### config.mk
export PLATFORM = sky130hd
export DESIGN_NAME = decoder_38_hold
export DESIGN_NICKNAME = d
export VERILOG_FILES = /design/src/rtl/decoder_pkg.sv /design/src/rtl/decoder_38_hold_fifo.sv /design/src/rtl/decoder_38_hold.sv
export SDC_FILE = /design/constraint.sdc
export NUM_CORES = 1
export LEC_CHECK = 0
export BUFFER_PORTS_ARGS = -buffer_cell sky130_fd_sc_hd__clkbuf_2
export CAP_MARGIN = 20
export CORE_MARGIN = 5
export CORE_UTILIZATION = 30
export DETAILED_ROUTE_END_ITERATION = 8
export PLACE_DENSITY_LB_ADDON = 0.2
export SETUP_SLACK_MARGIN = 0.4
export SYNTH_ARGS = -nofsm -noshare
export SYNTH_HDL_FRONTEND = slang
export SYNTH_SLANG_ARGS = --single-unit
### constraint.sdc
create_clock -name clk -period 5.1 [get_ports clk]
set_clock_uncertainty 0.2 [all_clocks]
set_input_delay 1.02 -clock clk [delete_from_list [all_inputs] [get_ports clk]]
set_output_delay 1.02 -clock clk [all_outputs]
set_load 0.01 [all_outputs]
### src/rtl/decoder_pkg.sv
`default_nettype none
// ============================================================================
//  Module      : decoder_pkg
//  Description : Shared types, constants and helpers for the registered
//                3-to-8 decoder with hold (decoder_38_hold).
//                - tok_class_t : classification of an encoder bus token
//                - state_t     : decoder FSM state encoding
//                - tok_t       : FIFO entry {is_req, y}
//                - classify()  : maps encoder {GS, EO} to a token class
//                - onehot8()   : 3-bit index to 8-bit one-hot line
//  Revision    : 1.0 - initial release
// ============================================================================
package decoder_pkg;

    // Token classes derived from the encoder's GS/EO pair
    typedef enum logic [1:0] {
        TOK_REQ  = 2'd0,   // gs=1, eo=0 : request on line y
        TOK_NONE = 2'd1,   // gs=0, eo=1 : enabled, no request
        TOK_DIS  = 2'd2,   // gs=0, eo=0 : encoder disabled
        TOK_ILL  = 2'd3    // gs=1, eo=1 : illegal combination
    } tok_class_t;

    // Decoder FSM states
    typedef enum logic [0:0] {
        ST_IDLE = 1'b0,
        ST_HOLD = 1'b1
    } state_t;

    // FIFO entry: only REQ and NONE tokens are ever stored
    typedef struct packed {
        logic       is_req;
        logic [2:0] y;
    } tok_t;

    localparam int TOK_W = $bits(tok_t);

    function automatic tok_class_t classify(input logic gs, input logic eo);
        tok_class_t c;
        case ({gs, eo})
            2'b10:   c = TOK_REQ;
            2'b01:   c = TOK_NONE;
            2'b00:   c = TOK_DIS;
            default: c = TOK_ILL;
        endcase
        return c;
    endfunction

    function automatic logic [7:0] onehot8(input logic [2:0] y);
        return 8'b1 << y;
    endfunction

endpackage
`default_nettype wire

### src/rtl/decoder_38_hold_fifo.sv
`default_nettype none
// ============================================================================
//  Module      : tok_fifo2
//  Description : Two-entry synchronous FIFO with full/empty flags and an
//                asynchronous active-high reset. Read data is the current
//                head (first-word fall-through style).
//  Ports       : clk, rst          - clock, async active-high reset
//                push, wr_data     - write strobe and data
//                pop               - remove the head entry
//                rd_data           - head entry
//                full, empty       - occupancy flags (decoded from a register)
//  Revision    : 1.0 - initial release
// ============================================================================
module tok_fifo2 #(
    parameter int WIDTH = 4
) (
    input  logic             clk,
    input  logic             rst,
    input  logic             push,
    input  logic [WIDTH-1:0] wr_data,
    input  logic             pop,
    output logic [WIDTH-1:0] rd_data,
    output logic             full,
    output logic             empty
);

    logic [WIDTH-1:0] r_mem [0:1];
    logic             r_wr_ptr;
    logic             r_rd_ptr;
    logic [1:0]       r_count;

    logic w_do_push;
    logic w_do_pop;

    // Guard against overflow/underflow even if a caller misbehaves
    assign w_do_push = push && (r_count != 2'd2);
    assign w_do_pop  = pop  && (r_count != 2'd0);

    always_ff @(posedge clk or posedge rst) begin
        if (rst) begin
            r_mem[0] <= '0;
            r_mem[1] <= '0;
            r_wr_ptr <= 1'b0;
            r_rd_ptr <= 1'b0;
            r_count  <= 2'd0;
        end else begin
            if (w_do_push) begin
                r_mem[r_wr_ptr] <= wr_data;
                r_wr_ptr        <= r_wr_ptr + 1'b1;
            end
            if (w_do_pop) begin
                r_rd_ptr <= r_rd_ptr + 1'b1;
            end
            case ({w_do_push, w_do_pop})
                2'b10:   r_count <= r_count + 2'd1;
                2'b01:   r_count <= r_count - 2'd1;
                default: r_count <= r_count;
            endcase
        end
    end

    assign rd_data = r_mem[r_rd_ptr];
    assign full    = (r_count == 2'd2);
    assign empty   = (r_count == 2'd0);

endmodule
`default_nettype wire

### src/rtl/decoder_38_hold.sv
`default_nettype none
// ============================================================================
//  Module      : decoder_38_hold
//  Description : Registered 3-to-8 decoder on the receive side of an 8-3
//                priority encoder bus (Y, GS, EO). Tokens arrive over a
//                valid/ready handshake, are buffered in a 2-entry FIFO and
//                each one is presented for HOLD_CYCLES cycles.
//                REQ  -> one-hot line y, NONE -> idle hold with a pulse,
//                DIS  -> dropped, ILLEGAL -> dropped and sticky err.
//  Ports       : clk, rst                 - clock, async active-high reset
//                in_valid/in_ready        - input handshake
//                in_y, in_gs, in_eo       - encoder bus
//                out_onehot, out_valid    - held decode result
//                none_pulse               - start of a no-request hold
//                err                      - sticky illegal-token flag
//  Revision    : 1.0 - initial release
// ============================================================================
module decoder_38_hold #(
    parameter int HOLD_CYCLES = 4
) (
    input  logic       clk,
    input  logic       rst,
    input  logic       in_valid,
    output logic       in_ready,
    input  logic [2:0] in_y,
    input  logic       in_gs,
    input  logic       in_eo,
    output logic [7:0] out_onehot,
    output logic       out_valid,
    output logic       none_pulse,
    output logic       err
);

    import decoder_pkg::*;

    localparam int                CNT_W      = $clog2(HOLD_CYCLES + 1);
    localparam logic [CNT_W-1:0]  c_last_cnt = CNT_W'(HOLD_CYCLES - 1);

    tok_class_t w_class;
    logic       w_accept;
    logic       w_push;
    logic       w_pop;
    logic       w_full;
    logic       w_empty;
    tok_t       w_push_tok;
    tok_t       w_head;

    state_t           r_state;
    logic [CNT_W-1:0] r_cnt;
    logic [7:0]       r_onehot;
    logic             r_valid;
    logic             r_none_pulse;
    logic             r_err;

    assign w_class  = classify(in_gs, in_eo);
    assign w_accept = in_valid && in_ready;
    // DIS and ILLEGAL tokens are consumed at the handshake but never stored
    assign w_push   = w_accept && ((w_class == TOK_REQ) || (w_class == TOK_NONE));

    assign w_push_tok.is_req = (w_class == TOK_REQ);
    assign w_push_tok.y      = (w_class == TOK_REQ) ? in_y : 3'd0;

    // Pop either from idle or on the last hold cycle, so back-to-back tokens
    // follow each other without a bubble
    assign w_pop = !w_empty &&
                   ((r_state == ST_IDLE) ||
                    ((r_state == ST_HOLD) && (r_cnt == c_last_cnt)));

    tok_fifo2 #(
        .WIDTH (TOK_W)
    ) u_fifo (
        .clk     (clk),
        .rst     (rst),
        .push    (w_push),
        .wr_data (w_push_tok),
        .pop     (w_pop),
        .rd_data (w_head),
        .full    (w_full),
        .empty   (w_empty)
    );

    always_ff @(posedge clk or posedge rst) begin
        if (rst) begin
            r_state      <= ST_IDLE;
            r_cnt        <= '0;
            r_onehot     <= 8'h00;
            r_valid      <= 1'b0;
            r_none_pulse <= 1'b0;
            r_err        <= 1'b0;
        end else begin
            r_none_pulse <= 1'b0;

            if (w_accept && (w_class == TOK_ILL)) begin
                r_err <= 1'b1;
            end

            if (w_pop) begin
                // Load the head token; shared by the IDLE entry and the
                // back-to-back reload at the end of a hold
                r_onehot     <= w_head.is_req ? onehot8(w_head.y) : 8'h00;
                r_valid      <= 1'b1;
                r_none_pulse <= !w_head.is_req;
                r_cnt        <= '0;
                r_state      <= ST_HOLD;
            end else begin
                case (r_state)
                    ST_IDLE: begin
                        r_cnt <= '0;
                    end
                    ST_HOLD: begin
                        if (r_cnt == c_last_cnt) begin
                            r_onehot <= 8'h00;
                            r_valid  <= 1'b0;
                            r_cnt    <= '0;
                            r_state  <= ST_IDLE;
                        end else begin
                            r_cnt <= r_cnt + CNT_W'(1);
                        end
                    end
                    default: begin
                        r_state <= ST_IDLE;
                    end
                endcase
            end
        end
    end

    // Full is decoded from the FIFO's count register only, so in_ready has
    // no combinational dependency on the input handshake
    assign in_ready   = !w_full;
    assign out_onehot = r_onehot;
    assign out_valid  = r_valid;
    assign none_pulse = r_none_pulse;
    assign err        = r_err;

endmodule
`default_nettype wire

[Word-level counts from Yosys, hierarchy flattened]
Cells that the tools add are included.
Operators by class
  equality and inequality tests: 9
  magnitude comparators: 3
  bitwise logic cells: 3
  reductions and logical operators: 21
  mux-type cells: 23
  add/sub/neg operators: 5
  shift-type cells: 1
Operator list (number)
  $mux 8: 4
  $mux 4: 4
  $mux 3: 3
  $bwmux 8: 1
  $eq 2x2->1 const B: 4
  $logic_and 1x1->1: 8
  $reduce_bool 2->1: 4
  $shl 1x3->8 const A: 1
  $mux 1: 7
  $eq 2x1->1 const B: 3
  $logic_not 2->1: 3
  $pmux 2 s3: 1
  $pmux 3 s2: 1
  $demux 4 s1: 1
  $ge 2x2->1 const B: 2
  $not 1->2: 2
  $pmux 2 s2: 1
  $add 3x1->3 const B: 1
  $eq 3x2->1 const B: 1
  $logic_not 1->1: 3
  $add 1x1->1 const B: 2
  $add 2x1->2 const B: 1
  $logic_or 1x1->1: 2
  $lt 2x1->1 const B: 1
  other kinds (4): 4
Word-level totals
  register bits: 27
  logic and storage cells: 76

[Depth between registers and ports, before layout]
Gate-level depths: netlist of the first run.
  depth after elaboration: 8
  depth in mapped cells: 7

[Hierarchy]
A second synthesis of the first run with hierarchy kept.
Second synthesis, totals
  cells, all modules: 92
  area total of the unflattened synthesis: 1227.4 µm²
Modules (own cells, without submodules)
  decoder_38_hold: seq. area each 375.4 µm², cells an instance 52, area an instance 666.9 µm², times used 1
  tok_fifo2: seq. area each 300.3 µm², cells an instance 40, area an instance 560.5 µm², times used 1

[Least setup slack after synthesis of the first run]
No wires, ideal clock.
  kind: input-to-reg
  start: input port in_eo
  end: register u_fifo.r_count[1]
  path buffers: 0
  setup slack: 2750 ps
  setup time: 79 ps
  data required time: 4821 ps
  cell stages on the path: 6
  arrival: 2071 ps
  cell sequence: inv_1 > ha_1 > nand3b_1 > ha_1 > nor2_1 > xor2_1
Between the ends
  cells in the longest elaborated chain, start to end: 8
Ends and longest elaborated chain
  start: declaration: line decoder_38_hold.sv:27  | input logic in_eo,
  $eq 2x1->1, or another cell as far along: line decoder_pkg.sv:39  | case ({gs, eo})
  $pmux 2 s3 *: line decoder_pkg.sv:39
  $eq 2x1->1 / $logic_not 2->1 (equally long branches): line decoder_38_hold.sv:58  | assign w_push = w_accept && ((w_class == TOK_REQ) || (w_class == TOK_NONE));
  $logic_or 1x1->1 *: line decoder_38_hold.sv:58
  $logic_and 1x1->1 *: line decoder_38_hold.sv:58
  $logic_and 1x1->1 *: line decoder_38_hold_fifo.sv:36  | assign w_do_push = push && (r_count != 2'd2);
  $eq 2x1->1 / $eq 2x2->1 (equally long branches): line decoder_38_hold_fifo.sv:54  | case ({w_do_push, w_do_pop})
  $pmux 2 s2 / $reduce_bool 2->1 (equally long branches)
  end signal: assignment: line decoder_38_hold_fifo.sv:55  | 2'b10: r_count <= r_count + 2'd1;
  end signal: assignment: line decoder_38_hold_fifo.sv:56  | 2'b01: r_count <= r_count - 2'd1;
  end signal: assignment: line decoder_38_hold_fifo.sv:57  | default: r_count <= r_count;
  end: declaration: line decoder_38_hold_fifo.sv:30  | logic [1:0] r_count;
Mark *: on every way between the ends. The rest lies on a longest branch, timed or not.
A chain may end at the register's enable or synchronous reset.

[Final worst setup path of the first run]
Ends and elaborated chain as after synthesis.

==> results of run 1 <==
-- metrics by stage --
step                      util (%)  cell area, µm²
after floorplan                  -            1220
after global placement        34.5            1370
after detailed placement      34.5            1370
after CTS                     35.7            1420
after global routing          36.1            1430
final                         36.1            1430
-- cell families (layout without fill, tap and decap cells) --
family / Yosys count / after routing / synth area share, %
buffers and inverters: 7 / 30 / 2.76
DFF: 27 / 27 / 55.2
adders and majority gates: 4 / 4 / 4.09
AOI/OAI and AO/OA: 16 / 16 / 12.6
and+or+nand+nor: 20 / 20 / 10.6
xor gates and xnor gates: 5 / 5 / 3.58
muxes: 12 / 12 / 11.1
-- final timing paths --
| kind | end | slack, ns | depth (start not counted) |
|---|---|---|---|
| max in group asynchronous | u_fifo.r_mem[5] | 3.68 | 3 |
| worst max-delay path | u_fifo.r_count[1] | 2.85 | 7 |
| worst min-delay path | r_cnt[0] | 0.24 | 1 |
| worst max register to register | u_fifo.r_count[1] | 3.11 | 6 |
| worst min register to register | r_cnt[0] | 0.24 | 1 |
| min in group asynchronous | out_valid | 0.54 | 2 |
-- state kept, by name (all words and copies together), names as in the netlist --
name / flops
none_pulse: 1
out_onehot: 8
r_cnt: 3
u_fifo.r_wr_ptr: 1
r_state: 1
u_fifo.r_mem: 8
u_fifo.r_count: 2
err: 1
u_fifo.r_rd_ptr: 1
out_valid: 1
-- layout make-up --
cell class / count / share of cell area, %
clock inverters: 1 / 0.524
well taps: 50 / 4.36
inverters: 6 / 1.57
repair buffers: 20 / 7.68
clock buffers: 3 / 2.88
flip-flops and latches: 27 / 47.1
multi-input cells: 57 / 35.9
-- metal layers --
layer  track usage, %  part of all wire (%)
met1             12.8                    50
met2             13.4                    44
met3             2.87                   5.6
met4             2.41                  0.59
met5                0                     0
-- report_power, final --
part           leakage, nW  internal [mW]  total [mW]  switching, mW
Sequential           0.346          0.284       0.348         0.0637
Clock               0.0217         0.0554       0.125         0.0698
Combinational        0.312          0.140       0.281          0.142
-- cells in the final DEF (no fill, tap or decap) --
| cell type | n |
|---|---|
| a211oi_4 | 1 |
| a21oi_1 | 1 |
| a31o_2 | 1 |
| a32o_1 | 8 |
| and2_1 | 3 |
| and2_2 | 1 |
| and3_2 | 1 |
| and4bb_4 | 1 |
| buf_8 | 1 |
| clkbuf_2 | 19 |
| clkbuf_8 | 3 |
| clkinvlp_4 | 1 |
| dfrtp_1 | 27 |
| ha_1 | 4 |
| inv_1 | 6 |
| mux2_2 | 9 |
| mux2_4 | 1 |
| mux2i_1 | 2 |
| nand2_1 | 4 |
| nand2b_1 | 2 |
| nand2b_4 | 1 |
| nand3b_1 | 1 |
| nand4b_1 | 1 |
| nor2_1 | 4 |
| o21ai_0 | 1 |
| o32ai_1 | 4 |
| or2b_1 | 1 |
| xnor2_1 | 3 |
| xor2_1 | 2 |
-- worst max-delay path: stages --
cell	delay, ns
clkbuf_2	0.09
inv_1	0.04
ha_1	0.28
nand3b_1	0.20
ha_1	0.32
nor2_1	0.15
xor2_1	0.16
==> metrics.md, run 1 <==
| Metric | Value |
|---|---|
| DRT Pass-1 Iters | `4` |
| Nets | `127` |
| Post-synthesis async set-or-reset flop share | `100%` |
| Yosys warns | `0` |
| Setup crit end kind | `flop` |
| Critical Path Source | `in_eo` |
| Synthesized net count | `103` |
| HPWL Detailed | `1660 µm` |
| RePlAce Congestion | `0.689` |
| Die ar. | `between 0.005 and 0.006 mm²` |
| CTS Buffer Depth | `2` |
| First-pass GRT wire length | `3920 µm` |
| Ports | `20` |
| RSZ-0062 raised after global routing | `no` |
| Worst hold slack | `0.238 ns` |
| Number of buffers created by CTS | `3` |
| Final Cycle Share | `between 40 and 50%` |
| Worst setup SP type | `input port` |
| Clock-pin slew on the worst setup and hold paths | `0.10 ns` |
| Initial antenna violation count | `0` |
| Die X | `73.9 µm` |
| TritonCTS clock tree | `built` |
| Fillcell total | `410` |
| Number of setup violations in the final report | `0` |
| Area growth, synth to finish | `17.2%` |
| Top-area cell type share of the netlist area | `55.2%` |
| Drc violations | `0` |
| Core area | `0.00397 mm²` |
| Start point of the worst hold path | `r_cnt[0]` |
| Final Hold Fails | `0` |
| Port buffer count | `19` |
| Crit path DAT | `2.26 ns` |
| Register area | `676 µm²` |
| Avg WL per Cell | `13.4 µm` |
| Total gr overflow | `0` |
| Top_reg_cell synth | `dfrtp_1` |
| Count leader, synth | `dfrtp_1` |
| CTS Sinks | `27` |
| Worst VDD drop | `roughly 0.00018 V` |
| Cells after DPL | `159` |
| Achievable frequency | `444 MHz` |
| Non-Filler Instances | `164` |
| Post-CTS Setup Inserts | `0` |
| Sequential share of the synthesized area | `55.2%` |
| Cts hold-fix bufs | `0` |
| P per Cell Area | `526 mW/mm²` |
| Number of global-route vias before repair | `around 830` |
| Netlist Area Pre-Place | `0.00122 mm²` |
| Status | `finished, final reports clean` |
| Std cell rows | `23` |
| Worst Path Required | `5.10 ns` |
| Cts repair resizes | `0` |
| CP Max Fanout | `3` |
| Slew @ Worst Pin | `0.515 ns` |
| Worst r2r src | `r_cnt[0]` |
| Setup ws final | `2.85 ns` |
| H-Tree Depth | `1` |
| Layout cells sized above 1 | `35.1%` |
| #FFs+latches synth | `27` |
| Antenna Nets Post-Route | `0` |
| Crit path kind | `in2reg` |
| ANT cells | `0` |
| Post-synth top cells | `dfrtp_1, mux2_2, a32o_1, inv_1` |
| Area contributors post-synth | `dfrtp_1, mux2_2, a32o_1` |
| 1st-iter DRT viols | `24` |
| Avg Synthesized Cell Area | `roughly 13 µm²` |
| Routed wire length | `2200 µm` |
| Clk_lat worst skew | `0.27 ns` |
| Total number of vias | `between 700 and 800` |
| Largest net degree at the start of global routing | `28` |
| Max-cap viol count | `0` |
| Initial Utilization | `30.8%` |
| Leakage | `0.679 nW` |
| Die Y | `73.9 µm` |
| Total GRT Usage | `under 10%` |
| Vias per cell | `4.82` |
| Fin Setup TNS | `0 ns` |
| Pre-CTS WS | `2.56 ns` |
| Power Total | `0.754 mW` |
| Max_slew headroom | `65.6%` |
| Largest area contributor in the netlist | `dfrtp_1` |
| Clock root buffer | `clkbuf_8` |
| Unique masters post-synth | `26` |
| Post-Synthesis Cells | `a little over 90` |
| Fin. max-slew vios | `0` |
| Crit path time final | `roughly 2.3 ns` |
| Hold WC Path Type | `reg2reg` |
| EDFF count, synth | `0` |
| Area occupied by multi-input gates | `~500 µm²` |
Power figures use the tool's default switching activity.
==> run 2, diff against run 1 <==
==> constraint.sdc (replaced) <==
create_clock -name clk -period 2.1 [get_ports clk]
set_clock_uncertainty 0.2 [all_clocks]
set_input_delay 0.42 -clock clk [delete_from_list [all_inputs] [get_ports clk]]
set_output_delay 0.42 -clock clk [all_outputs]
set_load 0.01 [all_outputs]
==> run 2 against run 1 <==
Wire length is 5.4% higher; hold slack better by 0.019 ns; largest power group is now combinational cells; core utilization is 3.8 points higher; first-iteration DRC count is 67% higher; clock-buffer cell count stayed put; critical path depth stayed put; worst setup slack worse by 2.4 ns; combinational power grew to 3.3 times the previous value.
==> metrics.md, run 2 (same netlist as run 1, synthesis figures left out) <==
| Metric | Value |
|---|---|
| Status | `finished, final reports clean (unchanged)` |
| Initial Utilization | `30.8% (unchanged)` |
| Critical Path Source | `r_cnt[0] (was in_eo)` |
| Crit path kind | `reg2reg (was in2reg)` |
| RePlAce Congestion | `0.728 (was 0.689)` |
| Initial antenna violation count | `0 (unchanged)` |
| Most frequent cells in the layout | `dfrtp_1, clkbuf_2, mux2_2, buf_4, a32o_1 (was dfrtp_1, clkbuf_2, mux2_2, a32o_1, inv_1)` |
| Final Cycle Share | `77.9%` |
| Fin Setup TNS | `0 ns (unchanged)` |
| Most used cell, CP | `ha_4 (was ha_1)` |
| Layout cells sized above 1 | `47.6% (was 35.1%)` |
| DRT Pass-1 Iters | `4 (unchanged)` |
| Worst setup SP type | `flop (was input port)` |
| Ports | `20 (unchanged)` |
| Slew @ Worst Pin | `0.388 ns (was 0.515 ns)` |
| Nets | `137 (was 127)` |
| Worst VDD drop | `0.000333 V (was 0.000184 V)` |
| CP max stage delay | `0.42 ns (was 0.32 ns)` |
| Top Layer Used | `met4 (unchanged)` |
| 1st-iter DRT viols | `40 (was 24)` |
| Max-cap viol count | `0 (unchanged)` |
| Clock-pin slew on the worst setup and hold paths | `0.09 ns (was 0.10 ns)` |
| Power Total | `2.08 mW (was 0.754 mW)` |
| WL met1 | `1050 µm (was 1100 µm)` |
| Leakage | `0.739 nW (was 0.679 nW)` |
| Std cell rows | `23 (unchanged)` |
| Flop pwr share | `41.1% (was 46.1%)` |
| Drc violations | `0 (unchanged)` |
| Die ar. | `0.00546 mm² (unchanged)` |
| Number of setup violations in the final report | `0 (unchanged)` |
| Core area | `0.00397 mm² (unchanged)` |
| CTS Sinks | `27 (unchanged)` |
| Final Hold Fails | `0 (unchanged)` |
| Cell Int Power | `1.34 mW (was 0.479 mW)` |
| Clk_lat worst skew | `0.27 ns (about the same)` |
| Port buffer count | `19 (unchanged)` |
| H-Tree Depth | `1 (unchanged)` |
| Start point of the worst hold path | `in_valid (was r_cnt[0])` |
| Crit path time final | `1.64 ns` |
| Sw Share | `35.6% (was 36.5%)` |
| Total gr overflow | `0 (unchanged)` |
| Commonest non-fill, non-tap cell in the layout | `dfrtp_1 (unchanged)` |
| CP Max Fanout | `4 (was 3)` |
| Clock root buffer | `clkbuf_8 (unchanged)` |
| Routed wire length | `2320 µm (was 2200 µm)` |
| Vias per cell | `4.67 (was 4.82)` |
| Switch Pwr | `0.742 mW (was 0.275 mW)` |
| Number of global-route vias before repair | `847 (was 826)` |
| Total number of vias | `813 (was 791)` |
| Max_slew headroom | `73.4% (was 65.6%)` |
| Die X | `73.9 µm (unchanged)` |
| Setup crit end kind | `flop (unchanged)` |
| Achievable frequency | `611 MHz` |
| Cells along the critical path | `ha_4 > nand2b_4 > a21oi_4 > ha_4 > xnor2_2 > nor2_2 > xor2_1 (was clkbuf_2 > inv_1 > ha_1 > nand3b_1 > ha_1 > nor2_1 > xor2_1)` |
| Die Y | `73.9 µm (unchanged)` |
| Antenna Nets Post-Route | `0 (unchanged)` |
| Area growth, synth to finish | `29.7% (was 17.2%)` |
| Crit path DAT | `1.63 ns (was 2.26 ns)` |
| Hold WC Path Type | `in2reg (was reg2reg)` |
| Combinational Power Share | `44.9% (was 37.3%)` |
| Critical-path top delay cell | `dfrtp_1 (was ha_1)` |
| Avg WL per Cell | `13.3 µm (was 13.4 µm)` |
| RSZ-0062 raised after global routing | `no (unchanged)` |
| TritonCTS clock tree | `built (unchanged)` |
| Met3 wire length | `97 µm (was 124 µm)` |
| P per Cell Area | `1310 mW/mm² (was 526 mW/mm²)` |
| Reg2reg setup slack | `0.46 ns (was 3.11 ns)` |
| ANT cells | `0 (unchanged)` |
| Largest net degree at the start of global routing | `28 (unchanged)` |
| Total GRT Usage | `9.06% (was 9.07%)` |
| HPWL Detailed | `1680 µm (was 1660 µm)` |
| Worst r2r src | `r_cnt[0] (unchanged)` |
| Number of buffers created by CTS | `3 (unchanged)` |
| Met2 routed wirelength | `1140 µm (was 964 µm)` |
| Fin. max-slew vios | `0 (unchanged)` |
| CTS Buffer Depth | `2 (unchanged)` |
| First-pass GRT wire length | `3890 µm (was 3920 µm)` |
| Worst Path Required | `2.09 ns (was 5.10 ns)` |
| Clock power share | `14.0% (was 16.6%)` |
[run 2: cell count changes in the layout (fill, tap and decap cells not counted), moves of 2 or more]
cell,previous run,this run
nor2_1,4,2
ha_4,0,3
buf_4,0,9
ha_1,4,1
nor2_2,0,2
[run 2: final timing paths]
kind	end	cells after the start
min in group asynchronous	out_onehot[6]	4
setup / recovery	u_fifo.r_count[1]	7
hold / removal	err	2
setup reg to reg	u_fifo.r_count[1]	7
max in group asynchronous	u_fifo.r_count[0]	4
hold reg to reg	err	1
[run 2: metal layers]
metal / vias to the layer above / GRT usage (%)
li1: 399 / -
met1: 400 / 12.1
met2: 12 / 14.3
met3: 2 / 1.92
met4: 0 / 3.62
met5: - / 0
[run 2: what timing repair did]
item	CTS	global route
setup endpoints to repair	2	1
hold endpoints to repair	27	0
gates cloned	0	0
resized for setup	2	6
setup buffers	1	7
hold buffers	1	0
pin swaps	1	3
[run 2: cell type report]
type                            instances  area, µm²
Inverter                                6       25.0
Fill cell                             396       2380
Sequential cell                        27        677
Multi-Input combinational cell         57        583
Clock buffer                            3       41.3
Tap cell                               50       62.6
Clock inverter                          1       5.00
Timing Repair Buffer                   30        193
[run 2: power groups by stage]
| stage | registers [mW] | logic (mW) | clock network, mW |
|---|---|---|---|
| 2_1_floorplan | 0.820 | 0.585 | 0 |
| 3_3_place_gp | 0.849 | 0.717 | 0 |
| 3_5_place_dp | 0.856 | 0.732 | 0 |
| 4_1_cts | 0.848 | 0.766 | 0.302 |
| 5_1_grt | 0.884 | 1.03 | 0.322 |
| 6_report | 0.857 | 0.936 | 0.292 |
[run 2: stage by stage]
step / std cells / cell area (µm²) / worst slack (ns) / hold slack [ns] / util [%]
2_1_floorplan: 91 / 1250 / 0.405 / 0.208 / -
3_3_place_gp: 161 / 1410 / 0.244 / 0.231 / 35.6
3_5_place_dp: 161 / 1410 / 0.180 / 0.237 / 35.6
4_1_cts: 167 / 1490 / 0.404 / 0.244 / 37.5
5_1_grt: 174 / 1590 / 0.379 / 0.263 / 39.9
6_report: 174 / 1590 / 0.465 / 0.257 / 39.9
[run 2: worst max-delay path, delay by kind of cell, from the launching register on]
| family | cells | cell delay [ns] |
|---|---|---|
| AO/OA/AOI/OAI | 1 | 0.08 |
| adder cells (fa/ha/maj) | 2 | 0.36 |
| AND/OR/NAND/NOR | 2 | 0.22 |
| flip-flops | 1 | 0.42 |
| XOR/XNOR | 2 | 0.29 |
